**src/rtl/rgb_mixer_multi.sv**
```systemverilog
// Multi-channel quadrature encoder to PWM mixer: synchronise, debounce and decode each
// encoder into a level, then drive per-channel PWM from a shared period counter.
module rgb_mixer_multi #(
  parameter int CHANNELS     = 3,
  parameter int WIDTH        = 8,
  parameter int DEBOUNCE_DIV = 256,
  parameter int CH_W         = (CHANNELS > 1) ? $clog2(CHANNELS) : 1
) (
  input  logic                        clock,
  input  logic                        resetb,
  input  logic [CHANNELS-1:0]         enc_a,
  input  logic [CHANNELS-1:0]         enc_b,
  input  logic                        wrap,
  input  logic                        load,
  input  logic [CH_W-1:0]             load_ch,
  input  logic [WIDTH-1:0]            load_value,
  output logic [CHANNELS*WIDTH-1:0]   level,
  output logic [CHANNELS-1:0]         pwm_out,
  output logic                        sync
);

  localparam int              PW       = (DEBOUNCE_DIV > 1) ? $clog2(DEBOUNCE_DIV) : 1;
  localparam logic [PW-1:0]   PRE_LAST = PW'(DEBOUNCE_DIV - 1);
  localparam logic [WIDTH-1:0] LVL_MAX = '1;

  logic [CHANNELS-1:0] a_meta, a_sync, b_meta, b_sync;
  logic [CHANNELS-1:0] deb_a, deb_b, deb_a_q;
  logic [2:0]          hist_a [CHANNELS];
  logic [2:0]          hist_b [CHANNELS];
  logic [2:0]          hist_a_nxt [CHANNELS];
  logic [2:0]          hist_b_nxt [CHANNELS];
  logic [PW-1:0]       presc;
  logic                strobe;
  logic [CHANNELS-1:0] a_rise, inc, dec;

  logic [WIDTH-1:0]    level_r [CHANNELS];
  logic [WIDTH-1:0]    duty    [CHANNELS];
  logic [WIDTH-1:0]    pwm_cnt;
  logic                started;

  assign strobe = (presc == PRE_LAST);

  always_comb begin
    for (int unsigned i = 0; i < CHANNELS; i++) begin
      hist_a_nxt[i] = {hist_a[i][1:0], a_sync[i]};
      hist_b_nxt[i] = {hist_b[i][1:0], b_sync[i]};
    end
  end

  always_ff @(posedge clock or negedge resetb) begin
    if (!resetb) begin
      a_meta  <= '0;
      a_sync  <= '0;
      b_meta  <= '0;
      b_sync  <= '0;
      deb_a   <= '0;
      deb_b   <= '0;
      deb_a_q <= '0;
      presc   <= '0;
      for (int unsigned i = 0; i < CHANNELS; i++) begin
        hist_a[i] <= '0;
        hist_b[i] <= '0;
      end
    end else begin
      a_meta  <= enc_a;
      a_sync  <= a_meta;
      b_meta  <= enc_b;
      b_sync  <= b_meta;
      deb_a_q <= deb_a;
      presc   <= strobe ? '0 : presc + 1'b1;
      if (strobe) begin
        for (int unsigned i = 0; i < CHANNELS; i++) begin
          hist_a[i] <= hist_a_nxt[i];
          hist_b[i] <= hist_b_nxt[i];
          if (hist_a_nxt[i] == 3'b111)      deb_a[i] <= 1'b1;
          else if (hist_a_nxt[i] == 3'b000) deb_a[i] <= 1'b0;
          if (hist_b_nxt[i] == 3'b111)      deb_b[i] <= 1'b1;
          else if (hist_b_nxt[i] == 3'b000) deb_b[i] <= 1'b0;
        end
      end
    end
  end

  // Only a rising debounced A counts; B selects direction.
  assign a_rise = deb_a & ~deb_a_q;
  assign inc    = a_rise & ~deb_b;
  assign dec    = a_rise & deb_b;

  always_ff @(posedge clock or negedge resetb) begin
    if (!resetb) begin
      for (int unsigned i = 0; i < CHANNELS; i++) level_r[i] <= '0;
    end else begin
      for (int unsigned i = 0; i < CHANNELS; i++) begin
        if (load && (load_ch == CH_W'(i))) begin
          level_r[i] <= load_value;
        end else if (inc[i]) begin
          if (level_r[i] != LVL_MAX) level_r[i] <= level_r[i] + 1'b1;
          else if (wrap)             level_r[i] <= '0;
        end else if (dec[i]) begin
          if (level_r[i] != '0)      level_r[i] <= level_r[i] - 1'b1;
          else if (wrap)             level_r[i] <= LVL_MAX;
        end
      end
    end
  end

  // pwm_cnt holds at 0 for the first clock after release so that cycle carries sync
  // while sync still reads 0 during reset itself.
  always_ff @(posedge clock or negedge resetb) begin
    if (!resetb) begin
      started <= 1'b0;
      pwm_cnt <= '0;
      for (int unsigned i = 0; i < CHANNELS; i++) duty[i] <= '0;
    end else begin
      started <= 1'b1;
      if (started) pwm_cnt <= pwm_cnt + 1'b1;
      if (started && (pwm_cnt == LVL_MAX)) begin
        for (int unsigned i = 0; i < CHANNELS; i++) duty[i] <= level_r[i];
      end
    end
  end

  assign sync = started && (pwm_cnt == '0);

  always_comb begin
    level   = '0;
    pwm_out = '0;
    for (int unsigned i = 0; i < CHANNELS; i++) begin
      level[i*WIDTH +: WIDTH] = level_r[i];
      pwm_out[i]              = (pwm_cnt < duty[i]);
    end
  end

endmodule

```
**config.mk**
```make
export PLATFORM = sky130hd
export DESIGN_NAME = rgb_mixer_multi
export DESIGN_NICKNAME = d
export VERILOG_FILES = /design/src/rtl/rgb_mixer_multi.sv
export SDC_FILE = /design/constraint.sdc
export NUM_CORES = 1
export LEC_CHECK = 0
export CAP_MARGIN = 0
export CORE_MARGIN = 2
export CORE_UTILIZATION = 29
export CTS_BUF_LIST = sky130_fd_sc_hd__clkbuf_8
export DETAILED_ROUTE_END_ITERATION = 6
export PLACE_DENSITY = 0.51
export SLEW_MARGIN = 20
export SYNTH_ARGS = -nofsm -noshare
export SYNTH_HDL_FRONTEND = slang
export SYNTH_SLANG_ARGS = --single-unit
```
**constraint.sdc**
```tcl
create_clock -name clock -period 2.8 [get_ports clock]
set_input_delay 0.28 -clock clock [delete_from_list [all_inputs] [get_ports clock]]
set_output_delay 0.28 -clock clock [all_outputs]
set_load 0.05 [all_outputs]
```
Word level (Yosys, flattened, before mapping). Index checks and enable logic that the tools add are counted.

Flip-flop bits (word level): 98. Latch bits: 0. Bits in writable memories: 0. Memory bits (read-only): 0. Input bits: 20. Output and inout bits: 28. Word-level logic and storage cells: 125. Memories: 0.

Add/subtract/negate cells: 8. Multiply operators: 0. Divide/modulo/power cells: 0. Order comparisons: 3. Equal/unequal tests: 16. Shift-type cells: 0. Multiplexer cells: 30. Bitwise logic cells: 5. Reductions and logical operators: 37.

Operator list (count): $mux 8 (18); $add 8x1->8 const B (5); $lt 8x8->1 (3); $ne 8x8->1 const B (3); $reduce_bool 8->1 (3); $sub 8x1->8 const B (3); $eq 3x3->1 const B (6); $logic_not 3->1 (6); $eq 8x8->1 const B (2); $mux 1 (12); $ne 4x2->1 const B (3); $reduce_and 2->1 (6); $reduce_bool 2->1 (6); $reduce_bool 4->1 (3); $and 3x3->3 (3); $reduce_and 3->1 (3); $reduce_bool 3->1 (3); $logic_not 8->1 (1); $not 3->3 (2); $logic_and 1x1->1 (5); $eq 2x1->1 const B (1); $eq 2x2->1 const B (1); $logic_not 2->1 (1).

Depth between registers and ports, before layout.
Depth in word-level cells: 6. Depth in mapped cells: 9. Depth with buffers taken out: 7.

Least setup slack after synthesis. No wires, ideal clock.

Kind: flip-flop to output port. Start: register pwm_cnt[1]. End: output pwm_out[0]. Arrival: 2233 ps. Data required time: 2520 ps. Setup slack: 287 ps. Stages on the path, launching flop included: 6. Buffers on the path: 0. Path through: dfrtp_1 > ha_1 > a21o_1 > a21oi_1 > o21ai_0 > a211oi_1.

Cells in the longest elaborated chain, start to end: 1.

RTL lines: start, declared (RTL line 38) `logic [WIDTH-1:0] pwm_cnt;`; start signal, assigned (RTL line 116) `if (started) pwm_cnt <= pwm_cnt + 1'b1;`; $lt 8x8->1 (RTL line 130) `pwm_out[i] = (pwm_cnt < duty[i]);`; end, declared (RTL line 18) `output logic [CHANNELS-1:0] pwm_out,`.

Every way passes these cells.

Worst setup path in the final report.
Start: register pwm_cnt[3]. End: output sync.

Cells in the longest elaborated chain, start to end: 2.

RTL lines: $logic_not 8->1 (RTL line 123) `assign sync = started && (pwm_cnt == '0);`; $logic_and 1x1->1 (RTL line 123); end, declared (RTL line 19) `output logic sync`.

Every way passes these cells.

==> results.txt <==
The run finished with clean final reports. For the worst setup path, the data arrival time is approximately 2300 ps. Setup repair after global routing left no endpoint under its margin.

The net count after synthesis is 677. The number of cells on the worst hold path came out at 1. Of the available clock period, the critical path in the final layout requires 90.4%. For flop-to-flop paths, the worst setup slack is 330 ps. The number of antenna violations at the first check in global routing came out at 0. The repair_antennas step left the layout with diodes totalling 0.

The smallest hold slack is 323 ps. The area of placed instances is 6490 µm². TritonCTS built the clock tree. The maximum fanout along the worst path came out at 6. Based on the critical path, the design can be clocked at up to 395 MHz. The first-pass GRT wire length is 24500 µm. The H-tree generated during clock tree synthesis spans 3 levels.

By instance count, the leading cell after synthesis is sky130_fd_sc_hd__dfrtp_1. The launch point of the critical path is pwm_cnt[3]. The final-report max-slew violation count is 0. The overall via count from detail_route is 4729. The worst setup path is of the reg2out kind. The leakage power total is 2.81 nW. The worst setup path is captured at a primary output. The fraction of synthesis flops using an asynchronous set or reset pin came out at 100%. The final count of negative-setup-slack endpoints came out at 0. The number of antenna-violating nets in the routed design came out at 0. The power density over the cells came out at 656 nW/µm². The warning count from the yosys run came out at 0. Of the cells placed in the final design, the portion with a size suffix greater than 1 is 10.0%.

The final worst clock skew is 8.81 ps. The layout has approximately 2k filler cells. Buffers inserted during clock tree synthesis total 9. The highest cell delay on the worst timing path is 800 ps.

The average wire length per cell after detail routing came out at 16.0 µm. The starting density of the core came out at 29.5%. The hold-critical path endpoint is b_meta[0]. The cell count after synthesis is 624. In the synthesized netlist, the cells that appear most often are sky130_fd_sc_hd__dfrtp_1, sky130_fd_sc_hd__nand2_1, sky130_fd_sc_hd__nor2_1, sky130_fd_sc_hd__inv_1. In this run, synthesis produced a sequential element count of between 90 and 100.

The post-synthesis cell type count came out at 75. The finished layout cell area came out at 6680 µm². The worst max-slew margin expressed relative to the limit is 55.0%. After synthesis the cells add up to around 5800 µm². The cell taking the most area after synthesis is sky130_fd_sc_hd__dfrtp_1. Setup slack on the critical path of the routed design comes to 270 ps. The pre-CTS worst setup slack came out at just under 400 ps. Compared with the post-synthesis result, the final layout area differs by 16.1%. The share of the synthesized area in the top cell type is 42.6%. The most used flip-flop cell after synthesis is sky130_fd_sc_hd__dfrtp_1. The startpoint identified for the worst hold timing path is enc_b[0]. The horizontal extent of the die is 145 µm. The global router's overall resource usage is between 10% and 20%. The clock root buffer master is sky130_fd_sc_hd__clkbuf_8. The clock transition at the register clock pins on the worst setup and hold paths after CTS came out at 100 ps. The count of cells resized by post-cts repair is 0. The global route total overflow came out at 0. The die area came out at 21000 µm².

The path category of the worst min-delay check is in2reg. The logic depth of the worst setup path including buffers is 3. The buffer depth of the longest clock path came out at 2. The number of buffers inserted by port buffering came out at 47. The synthesized area per cell came out at 9.22 µm². The total count of hold-check failures in the final report is 0. The floorplan die height is 145 µm.

In the final timing run, aggregate negative setup slack is 0 ps. The via count of the first global-routing pass is 4699. The final core area utilization came out at between 30% and 40%. The type of element launching the critical path is a flip-flop. The number of buffers and inverters on the critical path came out at 1. The global placement routability congestion is 0.879. The pin count of the biggest net entering global routing came out at around 50. The number of enable-type register cells in the synthesized netlist came out at 0. The detail-routed via count per cell is 5.07. The capture point of the worst reg-to-reg path is level[0]. Among all stages on the critical path, the largest delay is contributed by sky130_fd_sc_hd__clkdlybuf4s50_1. The detailed-routing iteration count for the pre-antenna-repair pass is 4. Yosys attributes the largest share of cell area to sky130_fd_sc_hd__dfrtp_1, sky130_fd_sc_hd__ha_1, sky130_fd_sc_hd__nand2_1. The actual slew at the worst max-slew pin is 670 ps. The DRC violations left is 0. The HPWL reported at the end of detailed placement came out at 10900 µm. The number of design-rule violations left by the first detailed-router iteration is 276.

The top-level port count is 48. Of the synthesized area, sequential elements account for 42.6%. The total wire length came out at 14900 µm. The sink count of the clock tree is 98. The shortest clock period the worst path allows after layout came out at 2530 ps. The final-stage net count came out at 716.

VDD sags by at most 0.000305 V. The floorplan has 51 rows. The worst-case reg-to-reg path depth came out at 7. The area of the core came out at just under 20000 µm². Walking the worst path, the cells encountered are nor4b_1 -> and4b_1 -> clkdlybuf4s50_1.

In this run the critical register-to-register path is launched from level[0]. The tool flagged a number of max-cap violations equal to 0. The required time of the worst setup path is 2520 ps.

The cell class contributing the biggest share of worst-path delay is buffers and inverters. The clock latency on the worst-skew pair came out at 380 ps.
registers in the layout, indices dropped and copies added (netlist names), 6 cells and up:
signal and count:
duty 24, level 24, presc 8, pwm_cnt 8, hist_a 6, hist_b 6
worst max path at each step:
| stage | to | slack, ps |
|---|---|---|
| floorplan | pwm_out[0] | 290 |
| global placement | level[0] | 490 |
| detailed placement | level[0] | 390 |
| CTS | sync | 250 |
| global route | level[0] | 110 |
| finish | sync | 270 |
metrics by stage:
| step | instances | power (mW) |
|---|---|---|
| finish | 933 | 4.38 |
| global route | 933 | 4.69 |
| CTS | 933 | 4.43 |
| detailed placement | 916 | 3.54 |
| global placement | 916 | 3.51 |
| floorplan | 624 | 2.98 |
layer usage:
metal / part of all wire (%) / wire, µm / vias up / GRT usage, %
met5: 0 / 0 / - / 0
met4: 1.4 / 205 / 0 / 3.93
met3: 5.4 / 800 / 18 / 3.88
met2: 46 / 6790 / 105 / 23.9
met1: 48 / 7100 / 2294 / 20.1
li1: - / - / 2312 / -
cell families (layout without fill, tap and decap cells):
group / count (synthesis) / after routing / synth area share, %
compound gates: 148 / 148 / 17.6
xor+xnor: 17 / 17 / 2.59
fa+ha+maj: 33 / 33 / 7.18
buf+inv: 68 / 112 / 4.92
flops: 98 / 98 / 42.6
mux: 18 / 18 / 3.48
other cells: 1 / 1 / 0.0652
simple gates: 241 / 241 / 21.5
where the power goes:
part / internal, mW / total, mW / switching, mW / leakage, nW
registers: 1.54 / 1.92 / 0.382 / 1.26
clock network: 0.333 / 0.865 / 0.532 / 0.0962
logic: 0.612 / 1.59 / 0.981 / 1.45
total: 2.49 / 4.38 / 1.90 / 2.81
cell usage in the layout (no fill, tap or decap), drive strengths merged, types with 10 or more instances in the layout:
| cell type | count |
|---|---|
| clkdlybuf4s50 | 43 |
| o21ai | 36 |
| nor3 | 17 |
| mux2 | 16 |
| xnor2 | 12 |
| nand2 | 88 |
| a21oi | 32 |
| a31oi | 16 |
| nor2 | 46 |
| inv | 43 |
| buf | 14 |
| or3 | 10 |
| dfrtp | 98 |
| nand3 | 22 |
| ha | 33 |
area by class of cell:
cell class / count / area (µm²) / share of cell area [%]
Clock buffer: 9 / 124 / 1.86
Clock inverter: 7 / 52.6 / 0.787
Inverter: 38 / 143 / 2.14
Multi-Input combinational cell: 458 / 3020 / 45.2
Sequential cell: 98 / 2450 / 36.7
Tap cell: 265 / 332 / 4.97
Timing Repair Buffer: 58 / 558 / 8.36
what timing repair did:
action,CTS,global route
setup buffers,0,0
hold buffers,1,0
endpoints found under the hold margin,49,0
setup endpoints to repair,0,0
Power figures use the tool's default switching activity.
==> RTL edit 1, RTL diff (same flow settings) <==
Change the parameter `CHANNELS` from 3 to 2.
--- a/src/rtl/rgb_mixer_multi.sv
+++ b/src/rtl/rgb_mixer_multi.sv
@@ -3,3 +3,3 @@
 module rgb_mixer_multi #(
-  parameter int CHANNELS     = 3,
+  parameter int CHANNELS     = 2,
   parameter int WIDTH        = 8,
Interface: changed (5 resized); port bits go from 48 to 36. No check against the original RTL was run, so the function may have changed too.
==> RTL edit 1 against the unedited design <==
- the flow now finishes with violations (negative hold slack)
- via count down 29%
- synthesized area down 28%
- cell area down 26%
- hold slack worse by 340 ps
- wire length down 33%
- sequential cell count down 27
- setup slack better by 150 ps
- power down 24%
- critical path type unchanged
==> RTL edit 1: results (changes against the unedited design) <==
| Metric | Value |
|---|---|
| Distinct cell type count of the synthesized netlist | 63 (was 75) |
| Initial antenna violation count | 0 (unchanged) |
| 1st-pass router iterations | 4 (unchanged) |
| Worst-path fanout max | 7 (was 6) |
| Gr usage total | 0.143 (was 0.149) |
| Drt total wl | 10000 um (was 14900 um) |
| Synth top cells by count | dfrtp_1, nand2_1, nor2_1, inv_1, o21ai_0 (was dfrtp_1, nand2_1, nor2_1, inv_1) |
| Syn_area_per_cell | 9.22 um2 (about the same) |
| Fin. Hold Viols | 13 (was 0) |
| Ant diodes | 0 (unchanged) |
| Number of global-route vias before repair | 3293 (was 4699) |
| WHS | -21.7 ps (was 323 ps) |
| Starting DRT DRC Count | 191 (was 276) |
| Fin Clk Skew | 10.1 ps (was 8.81 ps) |
| Largest net degree at the start of global routing | 31 (was 51) |
| Dominant cell type by area after synthesis | dfrtp_1 (unchanged) |
| Max incr delay on CP | 470 ps (was 800 ps) |
| I/O Buffers | 35 (was 47) |
| Non-filler cells, final | 667 (was 933) |
| Worst IR Drop VDD | 0.287 mV (was 0.305 mV) |
| Hold Crit Class | in -> async (was in -> reg) |
| Violated checks | negative hold slack |
| Dpl hpwl | 7390 um (was 10900 um) |
| Worst slew margin | 0.503 (was 0.550) |
| Status | complete, but fails checks (was finished clean) |
| Routability Congestion | 0.887 (was 0.879) |
| Syn Nets | 486 (was 677) |
| Top cells by area, synth | dfrtp_1, ha_1, nand2_1 (unchanged) |
| Share of cells above drive strength 1 | 0.0945 (was 0.100) |
| Placed instance area | 4660 um2 (was 6490 um2) |
| FILL cells | 1417 (was 2026) |
| Cell at the slowest stage of the critical path | dfrtp_1 (was clkdlybuf4s50_1) |
| Clock-pin slew on the worst setup and hold paths | 80 ps (was 100 ps) |
| Nets | 522 (was 716) |
| Via-to-Cell Ratio | 5.04 (was 5.07) |
| Cells on worst reg2reg path | 8 (was 7) |
| Sequential share of the synthesized area | 0.432 (was 0.426) |
| Inst Count DP | 651 (was 916) |
| Clock latency on the worst-skew pair | 350 ps (was 380 ps) |
| Pleak | 2.12 nW (was 2.81 nW) |
| Arr. time, crit path | 2100 ps (was 2250 ps) |
| First-pass GRT wire length | 16900 um (was 24500 um) |
## RTL edit 1: worst paths after layout
check / start / to / slack [ps]
max in group asynchronous: resetb / hist_b[4] / 2010
hold / removal: resetb / duty[14] / -20
setup reg to reg: level[8] / level[8] / 440
hold reg to reg: b_meta[1] / b_sync[1] / 350
setup / recovery: pwm_cnt[1] / pwm_out[0] / 420
min in group clock: b_meta[1] / b_sync[1] / 350
## RTL edit 1: logic make-up (layout without fill, tap and decap cells)
family          Yosys count  count (layout)  share of synthesized area
compound gates          105             105                      0.171
xor+xnor                 16              16                     0.0341
fa+ha+maj                23              23                     0.0700
buf+inv                  45              86                     0.0462
flops                    71              71                      0.432
mux                      11              11                     0.0292
other cells               1               1                   0.000912
simple gates            174             174                      0.217
## RTL edit 1: through the flow
stage | hold WS, ps | setup WS, ps
after floorplan | -15.6 | 147
after global placement | 333 | 451
after detailed placement | 336 | 423
after CTS | 7.75 | 15.0
after global routing | 33.3 | 193
final | -21.7 | 422
## RTL edit 1: final cells by class
| class | instances | area (um2) | area share |
|---|---|---|---|
| inverter | 26 | 97.6 | 0.0197 |
| timing repair buffer | 44 | 420 | 0.0850 |
| sequential | 71 | 1780 | 0.359 |
| clock inverter | 5 | 128 | 0.0258 |
| multi-input combinational | 330 | 2150 | 0.434 |
| tap | 180 | 225 | 0.0455 |
| clock buffer | 11 | 151 | 0.0306 |
## RTL edit 1: where the power goes
part / internal (W) / total, W / leakage, nW / switching [W]
Clock: 0.000731 / 0.00112 / 0.136 / 0.000392
Sequential: 0.00110 / 0.00128 / 0.915 / 0.000177
Combinational: 0.000376 / 0.000910 / 1.07 / 0.000534
## RTL edit 1: per-layer routing
layer  part of all wire  vias up  global-route usage  wire length (um)
met4              0.012        0              0.0412               116
met3              0.057       13              0.0470               574
met2               0.45       57               0.217              4500
li1                   -     1662                   -                 -
met1               0.48     1632               0.195              4810
met5                  0        -                   0                 0
## RTL edit 1: worst max-delay path, delay by kind of cell, from the launching register on
family,cells,cell delay [ps]
flops,1,470
fa+ha+maj,1,300
compound gates,4,540
buf+inv,1,440
==> RTL edit 2, RTL diff (same settings) <==
Without the edit above. Register the inputs `enc_a`, `enc_b`, `wrap`, `load`, `load_ch` and `load_value` before use, with the module's reset. The logic sees them one clock later.
--- a/src/rtl/rgb_mixer_multi.sv
+++ b/src/rtl/rgb_mixer_multi.sv
@@ -24,2 +24,27 @@
   localparam logic [WIDTH-1:0] LVL_MAX = '1;
+
+  logic [CHANNELS-1:0] enc_a_q;
+  logic [CHANNELS-1:0] enc_b_q;
+  logic wrap_q;
+  logic load_q;
+  logic [CH_W-1:0] load_ch_q;
+  logic [WIDTH-1:0] load_value_q;
+
+  always_ff @(posedge clock or negedge resetb) begin
+    if (!resetb) begin
+      enc_a_q      <= '0;
+      enc_b_q      <= '0;
+      wrap_q       <= '0;
+      load_q       <= '0;
+      load_ch_q    <= '0;
+      load_value_q <= '0;
+    end else begin
+      enc_a_q      <= enc_a;
+      enc_b_q      <= enc_b;
+      wrap_q       <= wrap;
+      load_q       <= load;
+      load_ch_q    <= load_ch;
+      load_value_q <= load_value;
+    end
+  end
 
@@ -64,5 +89,5 @@
     end else begin
-      a_meta  <= enc_a;
+      a_meta  <= enc_a_q;
       a_sync  <= a_meta;
-      b_meta  <= enc_b;
+      b_meta  <= enc_b_q;
       b_sync  <= b_meta;
@@ -93,10 +118,10 @@
       for (int unsigned i = 0; i < CHANNELS; i++) begin
-        if (load && (load_ch == CH_W'(i))) begin
-          level_r[i] <= load_value;
+        if (load_q && (load_ch_q == CH_W'(i))) begin
+          level_r[i] <= load_value_q;
         end else if (inc[i]) begin
           if (level_r[i] != LVL_MAX) level_r[i] <= level_r[i] + 1'b1;
-          else if (wrap)             level_r[i] <= '0;
+          else if (wrap_q)             level_r[i] <= '0;
         end else if (dec[i]) begin
           if (level_r[i] != '0)      level_r[i] <= level_r[i] - 1'b1;
-          else if (wrap)             level_r[i] <= LVL_MAX;
+          else if (wrap_q)             level_r[i] <= LVL_MAX;
         end
Check against the original RTL: not equivalent (a bounded check fails within 4 cycles, from zero or initial values and one cycle with resetb low).
==> RTL edit 2 against the unedited design <==
- cell area increased by 10%
- setup slack got worse by 23 ps
- sequential cell count increased by 18
- via count increased by 4.4%
- wire length increased by 3.5%
- count of clock-buffer cells in the layout increased by 8
- critical path depth increased by 3
- synthesized area increased by 8.8%
- power increased by 16%
- utilization increased by 0.60 points
- critical endpoint is now pwm_out[1]
- largest cell class unchanged
- highest routed layer unchanged
==> RTL edit 2: results (changes against the unedited design) <==
| Metric | Value |
|---|---|
| Pleak | 3.13 nW (was 2.81 nW) |
| Nets | 738 (was 716) |
| Clock group | 0.00142 W (was 0.000865 W) |
| Syn Nets | 690 (was 677) |
| M2 GR Usage | 0.222 (was 0.239) |
| First-pass GRT wire length | 25600 um (was 24500 um) |
| Cell at the slowest stage of the critical path | dlygate4sd2_1 (was clkdlybuf4s50_1) |
| Clock latency on the worst-skew pair | 430 ps (was 380 ps) |
| GR met3 Demand/Resource | 0.0413 (was 0.0388) |
| Sequential share of the synthesized area | 0.464 (was 0.426) |
| FILL cells | 2143 (was 2026) |
| Synth top cells by count | dfrtp_1, nand2_1, nor2_1, inv_1, o21ai_0 (was dfrtp_1, nand2_1, nor2_1, inv_1) |
| Clock-pin slew on the worst setup and hold paths | 80 ps (was 100 ps) |
| Cts bufs inserted | 17 (was 9) |
| Status | finished clean (unchanged) |
| Share of cells above drive strength 1 | 0.106 (was 0.100) |
| Met2 wire length | 7090 um (was 6790 um) |
| CTS H-tree lvls | 4 (was 3) |
| Flop+latch power | 0.00212 W (was 0.00192 W) |
| Global routing usage on met1 | 0.195 (was 0.201) |
| Routability Congestion | 0.882 (was 0.879) |
| Dpl hpwl | 11300 um (was 10900 um) |
| Arr. time, crit path | 2270 ps (was 2250 ps) |
| Distinct cell type count of the synthesized netlist | 76 (was 75) |
| Via-to-Cell Ratio | 5.07 (about the same) |
| Min-Delay Startpoint | enc_b[1] (was enc_b[0]) |
| Hold endpoint | enc_b_q[1] (was b_meta[0]) |
RTL edit 2: worst max path at each step:
stage / endpoint / depth (start not counted) / slack (ps) / start
2_1_floorplan: level[5] / 7 / 360 / level[0]
6_report: pwm_out[1] / 6 / 250 / pwm_cnt[4]
3_5_place_dp: pwm_out[1] / 6 / 430 / pwm_cnt[4]
3_3_place_gp: pwm_out[1] / 6 / 440 / pwm_cnt[4]
4_1_cts: pwm_out[1] / 6 / 220 / pwm_cnt[4]
5_1_grt: pwm_out[1] / 6 / 60 / pwm_cnt[4]
RTL edit 2: cell families after synthesis:
kind of cell	after synthesis	share of synthesized area
other cells	1	0.000599
flops	116	0.464
mux	17	0.0304
compound gates	150	0.165
xor+xnor	21	0.0294
buf+inv	69	0.0528
fa+ha+maj	33	0.0660
simple gates	230	0.192
RTL edit 2: area by class of cell:
type / count / area [um2] / share of cell area
multi-input cells: 452 / 3020 / 0.411
inverters: 38 / 143 / 0.0194
repair buffers: 60 / 574 / 0.0780
flip-flops and latches: 116 / 2900 / 0.394
clock inverters: 15 / 138 / 0.0187
well taps: 275 / 344 / 0.0468
clock buffers: 17 / 234 / 0.0318
RTL edit 2: what timing repair did:
item	CTS	global route
hold buffers	1	0
resized for setup	1	0
endpoints found under the setup margin	1	0
hold endpoints to repair	36	0
RTL edit 2: stage by stage:
| stage | hold WS [ps] | utilization | total power (W) | setup WS, ps | instances |
|---|---|---|---|---|---|
| floorplan | -15.6 | - | 0.00318 | 365 | 637 |
| global placement | 303 | 0.331 | 0.00368 | 438 | 940 |
| detailed placement | 302 | 0.331 | 0.00371 | 429 | 940 |
| CTS | 239 | 0.349 | 0.00516 | 217 | 973 |
| global route | 239 | 0.349 | 0.00543 | 58.2 | 973 |
| finish | 276 | 0.349 | 0.00509 | 247 | 973 |
